==> config.mk <==
export PLATFORM = sky130hd
export DESIGN_NAME = request_issuer
export DESIGN_NICKNAME = d
export VERILOG_FILES = /design/src/rtl/request_issuer.sv
export SDC_FILE = /design/constraint.sdc
export NUM_CORES = 1
export LEC_CHECK = 0
export CAP_MARGIN = 20
export CORE_UTILIZATION = 47
export DETAILED_ROUTE_END_ITERATION = 6
export PLACE_DENSITY_LB_ADDON = 0.1
export SYNTH_ARGS = -nofsm -noshare
export SYNTH_HDL_FRONTEND = slang
export SYNTH_SLANG_ARGS = --single-unit
==> constraint.sdc <==
create_clock -name i_clk -period 4.7 [get_ports i_clk]
set_input_delay 1.41 -clock i_clk [delete_from_list [all_inputs] [get_ports i_clk]]
set_output_delay 1.41 -clock i_clk [all_outputs]
set_load 0.01 [all_outputs]
==> src/rtl/request_issuer.sv <==
// request_issuer
// Requester-side front end for a round-robin style arbiter. Each channel keeps a
// count of queued transactions from its local client, raises its request bit
// while that count is non-zero, and retires one transaction per accepted grant.
// It also flags starvation (request held without a grant for too long) and
// latches a sticky error when the arbiter breaks the grant protocol.
module request_issuer #(
    parameter  int REQUEST_WIDTH = 8,
    parameter  int MAX_PENDING   = 4,
    parameter  int STARVE_LIMIT  = 32,
    localparam int COUNT_WIDTH   = $clog2(MAX_PENDING + 1),
    localparam int WAIT_WIDTH    = $clog2(STARVE_LIMIT + 1)
) (
    input  logic                                 i_clk,
    input  logic                                 i_rst,
    input  logic [REQUEST_WIDTH-1:0]             i_push,
    output logic [REQUEST_WIDTH-1:0]             o_push_ready,
    output logic [REQUEST_WIDTH-1:0]             o_request,
    input  logic [REQUEST_WIDTH-1:0]             i_grant,
    output logic [REQUEST_WIDTH*COUNT_WIDTH-1:0] o_pending_count,
    output logic [REQUEST_WIDTH-1:0]             o_starved,
    output logic                                 o_protocol_error
);

    localparam logic [COUNT_WIDTH-1:0] COUNT_FULL  = COUNT_WIDTH'(MAX_PENDING);
    localparam logic [WAIT_WIDTH-1:0]  WAIT_LIMIT  = WAIT_WIDTH'(STARVE_LIMIT);
    localparam logic [COUNT_WIDTH-1:0] COUNT_ONE   = COUNT_WIDTH'(1);
    localparam logic [WAIT_WIDTH-1:0]  WAIT_ONE    = WAIT_WIDTH'(1);

    // Per-channel state: queued transaction count and request-without-grant age.
    logic [COUNT_WIDTH-1:0] count_q  [REQUEST_WIDTH];
    logic [WAIT_WIDTH-1:0]  wait_cnt [REQUEST_WIDTH];
    logic                   protocol_error_q;

    logic [REQUEST_WIDTH-1:0] push_acc;
    logic [REQUEST_WIDTH-1:0] grant_ok;
    logic                     grant_onehot0;
    logic                     grant_unrequested;
    logic                     grant_violation;

    // Ready, request and starvation flags are pure decodes of the registered state,
    // so none of them has a combinational path from any input.
    for (genvar g = 0; g < REQUEST_WIDTH; g++) begin : g_chan_out
        assign o_push_ready[g] = (count_q[g] != COUNT_FULL);
        assign o_request[g]    = (count_q[g] != '0);
        assign o_starved[g]    = (wait_cnt[g] == WAIT_LIMIT);
        assign o_pending_count[g*COUNT_WIDTH +: COUNT_WIDTH] = count_q[g];
    end

    assign o_protocol_error = protocol_error_q;

    // Classify this cycle's grant vector; any violation suppresses every retirement
    // so a misbehaving arbiter cannot silently drop queued work.
    always_comb begin
        grant_onehot0     = ((i_grant & (i_grant - REQUEST_WIDTH'(1))) == '0);
        grant_unrequested = |(i_grant & ~o_request);
        grant_violation   = grant_unrequested | ~grant_onehot0;
        push_acc          = i_push & o_push_ready;
        grant_ok          = '0;
        if (!grant_violation) begin
            grant_ok = i_grant & o_request;
        end
    end

    // Queue depth per channel: +1 on accepted push, -1 on accepted grant, both cancel.
    always_ff @(posedge i_clk) begin
        for (int i = 0; i < REQUEST_WIDTH; i++) begin
            if (i_rst) begin
                count_q[i] <= '0;
            end else if (push_acc[i] && !grant_ok[i]) begin
                count_q[i] <= count_q[i] + COUNT_ONE;
            end else if (grant_ok[i] && !push_acc[i]) begin
                count_q[i] <= count_q[i] - COUNT_ONE;
            end
        end
    end

    // Starvation age: restarts on a grant or an empty queue, saturates at the limit.
    always_ff @(posedge i_clk) begin
        for (int i = 0; i < REQUEST_WIDTH; i++) begin
            if (i_rst) begin
                wait_cnt[i] <= '0;
            end else if (grant_ok[i] || (count_q[i] == '0)) begin
                wait_cnt[i] <= '0;
            end else if (o_request[i] && (wait_cnt[i] != WAIT_LIMIT)) begin
                wait_cnt[i] <= wait_cnt[i] + WAIT_ONE;
            end
        end
    end

    // Sticky protocol error, cleared only by reset.
    always_ff @(posedge i_clk) begin
        if (i_rst) begin
            protocol_error_q <= 1'b0;
        end else if (grant_violation) begin
            protocol_error_q <= 1'b1;
        end
    end

endmodule

# --- Word level (Yosys, flattened, before mapping) ---
# Memories as Yosys holds them, arrays and structs flattened.
# Cells that the tools add are included.
word_totals:
  register_bits: 1
  latchBits: 0
  ram_bits: 72
  mem_bits_ro: 0
  n_memories: 2
mem_list:
  columns: ["memory", "words", "width", "rd", "rd_ports_with_merged_regs", "write_ports", "line_no", "text"]
  rows:
  - ["wait_cnt", 8, 6, 8, 0, 8, "32", "logic [WAIT_WIDTH-1:0] wait_cnt [REQUEST_WIDTH];"]
  - ["count_q", 8, 3, 8, 0, 8, "31", "logic [COUNT_WIDTH-1:0] count_q [REQUEST_WIDTH];"]
op_classes:
  addsub: 25
  multipliers: 0
  div: 0
  n_lt_le_gt_ge: 0
  n_eq_ne: 24
  n_shift: 0
  mux: 147
  bitwise_logic: 39
  reduce_logical: 66
op_table:
  columns: ["cell", "count"]
  rows:
  - ["2-to-1 mux 1 bit", 114]
  - ["2-to-1 mux 6 bit", 16]
  - ["adder 6 x 1 -> 6 bit, second input constant", 8]
  - ["== test 6 bit, second input constant", 8]
  - ["2-to-1 mux 3 bit", 16]
  - ["inequality test 6 bit, second input constant", 8]
  - ["OR 1 bit", 33]
  - ["bitwise AND 8 bit", 4]
  - ["adder 3 x 1 -> 3 bit, second input constant", 8]
  - ["logical AND 1 bit", 24]
  - ["logical NOT 3 bit", 8]
  - ["inequality test 3 bit, second input constant", 8]
  - ["nonzero test 3 bit", 8]
  - ["subtractor 3 x 1 -> 3 bit, second input constant", 8]
  - ["logical NOT 1 bit", 16]
  - ["logical NOT 8 bit", 1]
  - ["logical OR 1 bit", 8]
  - ["2-to-1 mux 8 bit", 1]
  - ["inverter 8 bit", 1]
  - ["OR reduction 8 bit", 1]
  - ["subtractor 8 x 1 -> 8 bit, second input constant", 1]
  - ["inverter 1 bit", 1]

# --- Logic depth before layout (Yosys ltp) ---
# Gate-level depths: netlist (run 1).
logic_depth:
  word_depth: 13
  mapped_depth: 10
  mapped_depth_nobuf: 9

# --- Least setup slack after synthesis (run 1) ---
# Ideal clock, no wire load.
synth_timing:
  path_type: "input to register"
  start: "in i_grant[1]"
  end: "mem count_q[1][2] in the netlist's numbering, data pin"
  setup_time_ns: 0.266
  arrival_time_ns: 3.632
  path_slack_ns: 0.802
  cell_stages: 9
  path_cell_list: "buf_2 > or4_4 > o22ai_2 > and4_1 > clkbuf_1 > nand4b_1 > fa_1 > xnor2_1 > mux2i_1"
synth_lines:
  columns: ["element", "line_no", "text"]
  rows:
  - ["start: declaration", "19", "input logic [REQUEST_WIDTH-1:0] i_grant,"]
  - ["end: declaration", "31", null]

==> metrics.txt, run 1 <==
outcome finished, violations left; failing checks DRC; Critical Path AT 4380 ps; RD Place Congestion 0.8610; Synth Instances around 540; hold buffers post-CTS 0; Via density between 5 and 6; Clock Skew 9.461 ps; Peak Freq around 0.24 GHz; power consumption between 0.002 and 0.0025 W; top cells by area, synth edfxtp_1, ha_1, inv_1; RSZ-0062 raised after global routing false; Synth Area in XOR/XNOR ~5.6%; Post-Synth Adder-Cell Area 9.312%; WHS Path Cells 2; final worst setup slack a little over 500 ps; Req. time, crit path 4900 ps; Slew Limit Headroom approximately 29%; hpwl dp 9124 um; number of global-route vias before repair approximately 4200; # fillers between 900 and 1000; synthesized cell area approximately 0.0052 mm^2; ys async rst share 0%; min Tclk post-route approximately 4200 ps; number of synthesized flops with an enable pin 72; Max FO, Critical Path 10; top_reg_cell synth edfxtp_1; synthesis-to-finish area growth 19.83%; syn avg cell area ~9.6 um^2; GR Util All Layers 22.50%; top cell type's share of synthesized area 41.69%; LEAKAGE 2.432 nW; clk sinks 73; dpl ws between 150 and 200 ps; Final #Nets ~670; Setup crit end kind flip-flop; io pins between 60 and 70; max layer used met4; Starting Density about half; core area ~0.011 mm^2; Final Cycle Share 89.08%; per-cell routed wire length about 16 um; simple-gate share of the synthesized area 21.21%; routed length on met1 5806 um; Tightest Pin Transition 1060 ps; Remaining DRCs 1; layout cell share with drive strength beyond 1 under 10%; Die ar. ~0.011 mm^2; antenna-violating nets left 0; Cell variety after synth 52; Setup-failing EPs final 0; Finished Core Util around three fifths; routed vias 4368; main combinational cell family by area after synthesis simple AND/OR/NAND/NOR gates; syn nets 597; warnings from Yosys 0; Inserted Diodes 0; initial antenna violation count 0; Synth area leader edfxtp_1; Worst Hold Class flip-flop to flip-flop; postcts setup bufs 0; routed wl met2 5723 um; DRT Wirelength between 10000 and 15000 um; register area share after synthesis ~42%; CTS tree done; first-pass GRT wire length between 20000 and 25000 um; synthesized flop and latch total 73; H-tree Lvls 3; met3 wire length around 650 um; Slew Limit Fails 0; PostCTS Resize Cnt 0; Reg2Reg Depth 8; GRT Residual Overflow 0; CTS Buf Count 9; CP Launch Type input pin; Max Root-Sink Buffers 2; P per Cell Area around 330 mW/mm^2; port buffer count 66; Worst VDD drop 0.1506 mV; flop-to-flop setup slack approximately 1400 ps; die height ~110 um; DR iter-0 viols between 300 and 400; mux share of post-synthesis cell area ~1.5%; Synth Area in Compound Gates a little over an eighth; setup_tns 0 ps; Worst-path clk slew 70 ps; clock root buffer clkbuf_8; Die Wd 107.0 um; Pre-antenna DRT Iters 7; largest net degree at the start of global routing 32; Worst-Skew Late Latency approximately 360 ps; Max-cap violations 0; kind of critical path input pin to flip-flop; FP Rows 37; Final Hold Viols 0
area by class of cell:
| class | instances | area (um^2) | area share, % |
|---|---|---|---|
| clock inverter | 5 | 56.30 | 0.9060 |
| sequential | 73 | 2182 | 35.11 |
| timing repair buffer | 82 | 780.7 | 12.56 |
| clock buffer | 11 | 131.4 | 2.114 |
| tap | 136 | 170.2 | 2.738 |
| multi-input combinational | 383 | 2658 | 42.76 |
| inverter | 63 | 236.5 | 3.805 |
report_power, final:
part,internal [W],total [W],leakage [nW],switching [W]
registers,0.000806,0.000888,0.850,0.0000815
clock network,0.000245,0.000494,0.0933,0.000249
logic,0.000314,0.000683,1.49,0.000369
worst max-delay path: stages:
cell             delay [ps]
clkdlybuf4s50_1         490
or4_4                   600
nor3_4                  410
nand3_1                 270
nand4b_1                350
fa_1                    450
xnor2_1                 190
mux2i_1                 220
cell families after synthesis:
logic type,count (synthesis)
muxes,8
adders and majority gates,38
AOI/OAI and AO/OA,90
DFF,73
and+or+nand+nor,214
xor gates and xnor gates,33
buffers and inverters,85
path summary, 6_finish.rpt:
path                                                     from                            end
worst max-delay path                               i_grant[1]    count_q[1][2]$_SDFFCE_PN0P_
worst min-delay path            o_protocol_error$_SDFFE_PP0P_  o_protocol_error$_SDFFE_PP0P_
worst max register to register        count_q[1][6]$_DFFE_PP_        count_q[0][4]$_DFFE_PP_
worst min register to register  o_protocol_error$_SDFFE_PP0P_  o_protocol_error$_SDFFE_PP0P_
through the flow:
stage	cells	instance area, um^2	hold WS (ps)
floorplan	541	5186	523.4
global placement	737	6027	488.9
finish	753	6215	492.0
detailed placement	737	6027	476.3
CTS	753	6215	499.1
global route	753	6215	565.0
Yosys cell counts, types with 2 or more instances:
cell	n
a21oi_1	9
nor2_1	62
o31ai_1	8
nor3_1	16
o21ai_0	13
o211ai_1	13
buf_6	2
buf_2	4
clkbuf_1	14
a31oi_1	3
o31ai_2	7
a41oi_1	9
or2_2	3
ha_1	37
a32oi_1	2
buf_4	2
nand2_1	26
nand3_1	32
a22oi_1	5
nor2b_1	14
xor2_1	17
nand4_1	12
nand4b_1	2
inv_1	63
and4_1	2
nor4_1	11
o31a_1	6
xnor2_1	16
edfxtp_1	72
and3_1	21
or4_1	2
mux2i_1	8
nand2b_1	3
nor3b_1	2
o2111ai_1	6
sequential cells by signal, indices dropped and copies added, names as in the netlist:
signal / cells
o_protocol_error: 1
count_q: 24
wait_cnt: 48
cells in the final DEF (no fill, tap or decap), types with 5 or more instances in the layout:
cell type and count:
edfxtp_1 72, clkdlybuf4s50_1 66, inv_1 63, nor2_1 62, ha_1 37, nand3_1 32, nand2_1 26, and3_1 21
xor2_1 17, nor3_1 16, xnor2_1 16, buf_4 16, nor2b_1 14, o21ai_0 13, o211ai_1 13, nand4_1 12
nor4_1 11, a21oi_1 9, a41oi_1 9, clkbuf_8 9, mux2i_1 8, o31ai_1 8, o31ai_2 7, o2111ai_1 6
o31a_1 6, a22oi_1 5
metal layers:
metal,track usage (%),vias to the layer above
met5,0,-
met4,7.436,0
met3,4.377,19
met2,36.36,138
met1,30.21,2099
li1,-,2112
No activity file was read; power rests on OpenSTA's default activity.
==> run 2: changes to the inputs <==
TNS_END_PERCENT = 50   (was default)
==> results of run 2 <==
Final layout, timing and power as in run 1 (identical DEF).
==> run 3: changes to the inputs <==
CORE_MARGIN = 5   (was default)
CTS_CLUSTER_DIAMETER = 80   (was default)
DONT_BUFFER_PORTS = 1   (was default)
==> run 3 against run 2 <==
The flow now finishes without violations. Final area decreased by 12%. Critical endpoint is now count_q[0][0]$_DFFE_PP_. Non-clock buffer count decreased by 74. Sequential power increased by 3.2%.
==> metrics.txt, run 3 (same netlist as run 1, synthesis figures left out) <==
hold buffers post-CTS 0 (unchanged); Die Wd 115.0 um (was 107.0 um); most frequent cells in the layout edfxtp_1, inv_1, nor2_1, ha_1, nand3_1 (was edfxtp_1, clkdlybuf4s50_1, inv_1, nor2_1, ha_1); finished layout cell area 0.005458 mm^2 (was 0.006215 mm^2); CTS tree done (unchanged); Critical Path AT 3720 ps (was 4380 ps); Max FO, Critical Path 12 (was 10); LEAKAGE 2.119 nW (was 2.432 nW); Worst Hold Class flip-flop to flip-flop (unchanged); flop-to-flop setup slack 1340 ps (was 1420 ps); GRT Residual Overflow 0 (unchanged); number of global-route vias before repair 3902 (was 4249); Final #Nets 594 (was 668); PostCTS Resize Cnt 0 (unchanged); Worst-Skew Late Latency 350 ps (was 360 ps); per-cell routed wire length 17.56 um (was 16.41 um); Worst-path clk slew 70 ps (about the same); hpwl dp 9208 um (was 9124 um); largest net degree at the start of global routing 32 (unchanged); max reg flops 48 (unchanged); min Tclk post-route 3731 ps (was 4187 ps); Setup crit end kind flip-flop (unchanged); Via density 5.764 (was 5.801); outcome complete, no violations (was finished, violations left); Die ar. 0.01324 mm^2 (was 0.01146 mm^2); Remaining DRCs 0 (was 1); io pins 67 (unchanged); first-pass GRT wire length 19410 um (was 20210 um); kind of critical path input pin to flip-flop (unchanged); FP Rows 38 (was 37); initial antenna violation count 0 (unchanged); Reg area 0.002182 mm^2 (unchanged); port buffer count 0 (was 66); Inserted Diodes 0 (unchanged); Setup-failing EPs final 0 (unchanged); routed vias 3931 (was 4368); setup_tns 0 ps (unchanged); P per Cell Area 331.5 mW/mm^2 (was 332.3 mW/mm^2); Peak Freq 0.2680 GHz (was 0.2389 GHz); Starting Density 47.84% (was 49.35%); RD Place Congestion 0.8090 (was 0.8610); RSZ-0062 raised after global routing false (unchanged); H-tree Lvls 3 (unchanged); CP Launch Type input pin (unchanged); area of the multi-input gates 0.002658 mm^2 (unchanged); GR Util All Layers 18.44% (was 22.50%); # fillers 1023 (was 904); postcts setup bufs 0 (unchanged); synthesis-to-finish area growth 5.235% (was 19.83%); DRT Wirelength 11980 um (was 12360 um); clk sinks 73 (unchanged); CTS Buf Count 9 (unchanged); layout cell share with drive strength beyond 1 6.089% (was 7.455%); Req. time, crit path 4690 ps (was 4900 ps); clock root buffer clkbuf_8 (unchanged); most common cell after layout, fill and taps aside edfxtp_1 (unchanged); die height 115.0 um (was 107.0 um); Slew Limit Fails 0 (unchanged); Final Cycle Share 79.39% (was 89.08%); antenna-violating nets left 0 (unchanged); core area 0.01084 mm^2 (was 0.01051 mm^2); Final Hold Viols 0 (unchanged); Worst VDD drop 0.1611 mV (was 0.1506 mV); Tightest Pin Transition 926.6 ps (was 1060 ps); DR iter-0 viols 285 (was 361); Max Root-Sink Buffers 2 (unchanged); dpl cell area 0.005311 mm^2 (was 0.006027 mm^2); Max-cap violations 0 (unchanged); Clock Skew 10.30 ps (was 9.461 ps); Slew Limit Headroom 37.66% (was 29.31%); Pre-antenna DRT Iters 5 (was 7); Top reg by flops wait_cnt (unchanged)
==> run 3: changes by cell type in the layout (fill, tap and decap cells not counted) <==
cell,before,now
clkinv_2,2,0
clkinv_4,1,0
clkbuf_1,2,5
clkdlybuf4s50_1,66,0
clkinvlp_4,1,0
buf_4,16,8
bufinv_16,1,0
clkinv_1,0,1
==> run 3: routing by layer <==
layer	part of all wire [%]	track usage, %
met5	0	0
met4	1.6	5.712
met3	7.6	6.737
met2	47	29.75
met1	44	23.15
==> run 3: worst paths after layout <==
kind | from | cells past startpoint | to
max | i_grant[0] | 6 | count_q[0][0]$_DFFE_PP_
min | wait_cnt[0][6]$_SDFFCE_PN0P_ | 1 | wait_cnt[0][6]$_SDFFCE_PN0P_
max reg2reg | count_q[1][3]$_DFFE_PP_ | 10 | count_q[1][2]$_SDFFCE_PN0P_
min reg2reg | wait_cnt[0][6]$_SDFFCE_PN0P_ | 1 | wait_cnt[0][6]$_SDFFCE_PN0P_
==> run 3: area by class of cell <==
class,instances,share of cell area [%]
well taps,140,3.210
clock inverters,1,0.06878
flip-flops and latches,73,39.98
clock buffers,14,2.613
inverters,63,4.333
repair buffers,8,1.100
multi-input cells,383,48.69
==> run 3: report_power, final <==
part / switching, W / internal, W
sequential: 0.000108 / 0.000807
combinational: 0.000309 / 0.000178
clock: 0.000217 / 0.000188
total: 0.000635 / 0.00117
==> run 3: critical path: stages <==
cell and delay (ps):
or4_4 570, o31ai_4 450, o21ai_2 290, buf_4 290
o31a_1 240, o31ai_1 460
==> run 3: through the flow <==
| stage | util, % | power (W) | hold WS, ps | cells | worst slack, ps |
|---|---|---|---|---|---|
| finish | 50.35 | 0.001809 | 606.8 | 682 | 968.6 |
| detailed placement | 49.00 | 0.001417 | 583.8 | 667 | 594.7 |
| floorplan | - | 0.001282 | 523.4 | 541 | 801.9 |
| global placement | 49.00 | 0.001409 | 599.2 | 667 | 684.0 |
| global route | 50.35 | 0.001925 | 637.8 | 682 | 830.6 |
| CTS | 50.35 | 0.001825 | 612.7 | 682 | 977.9 |
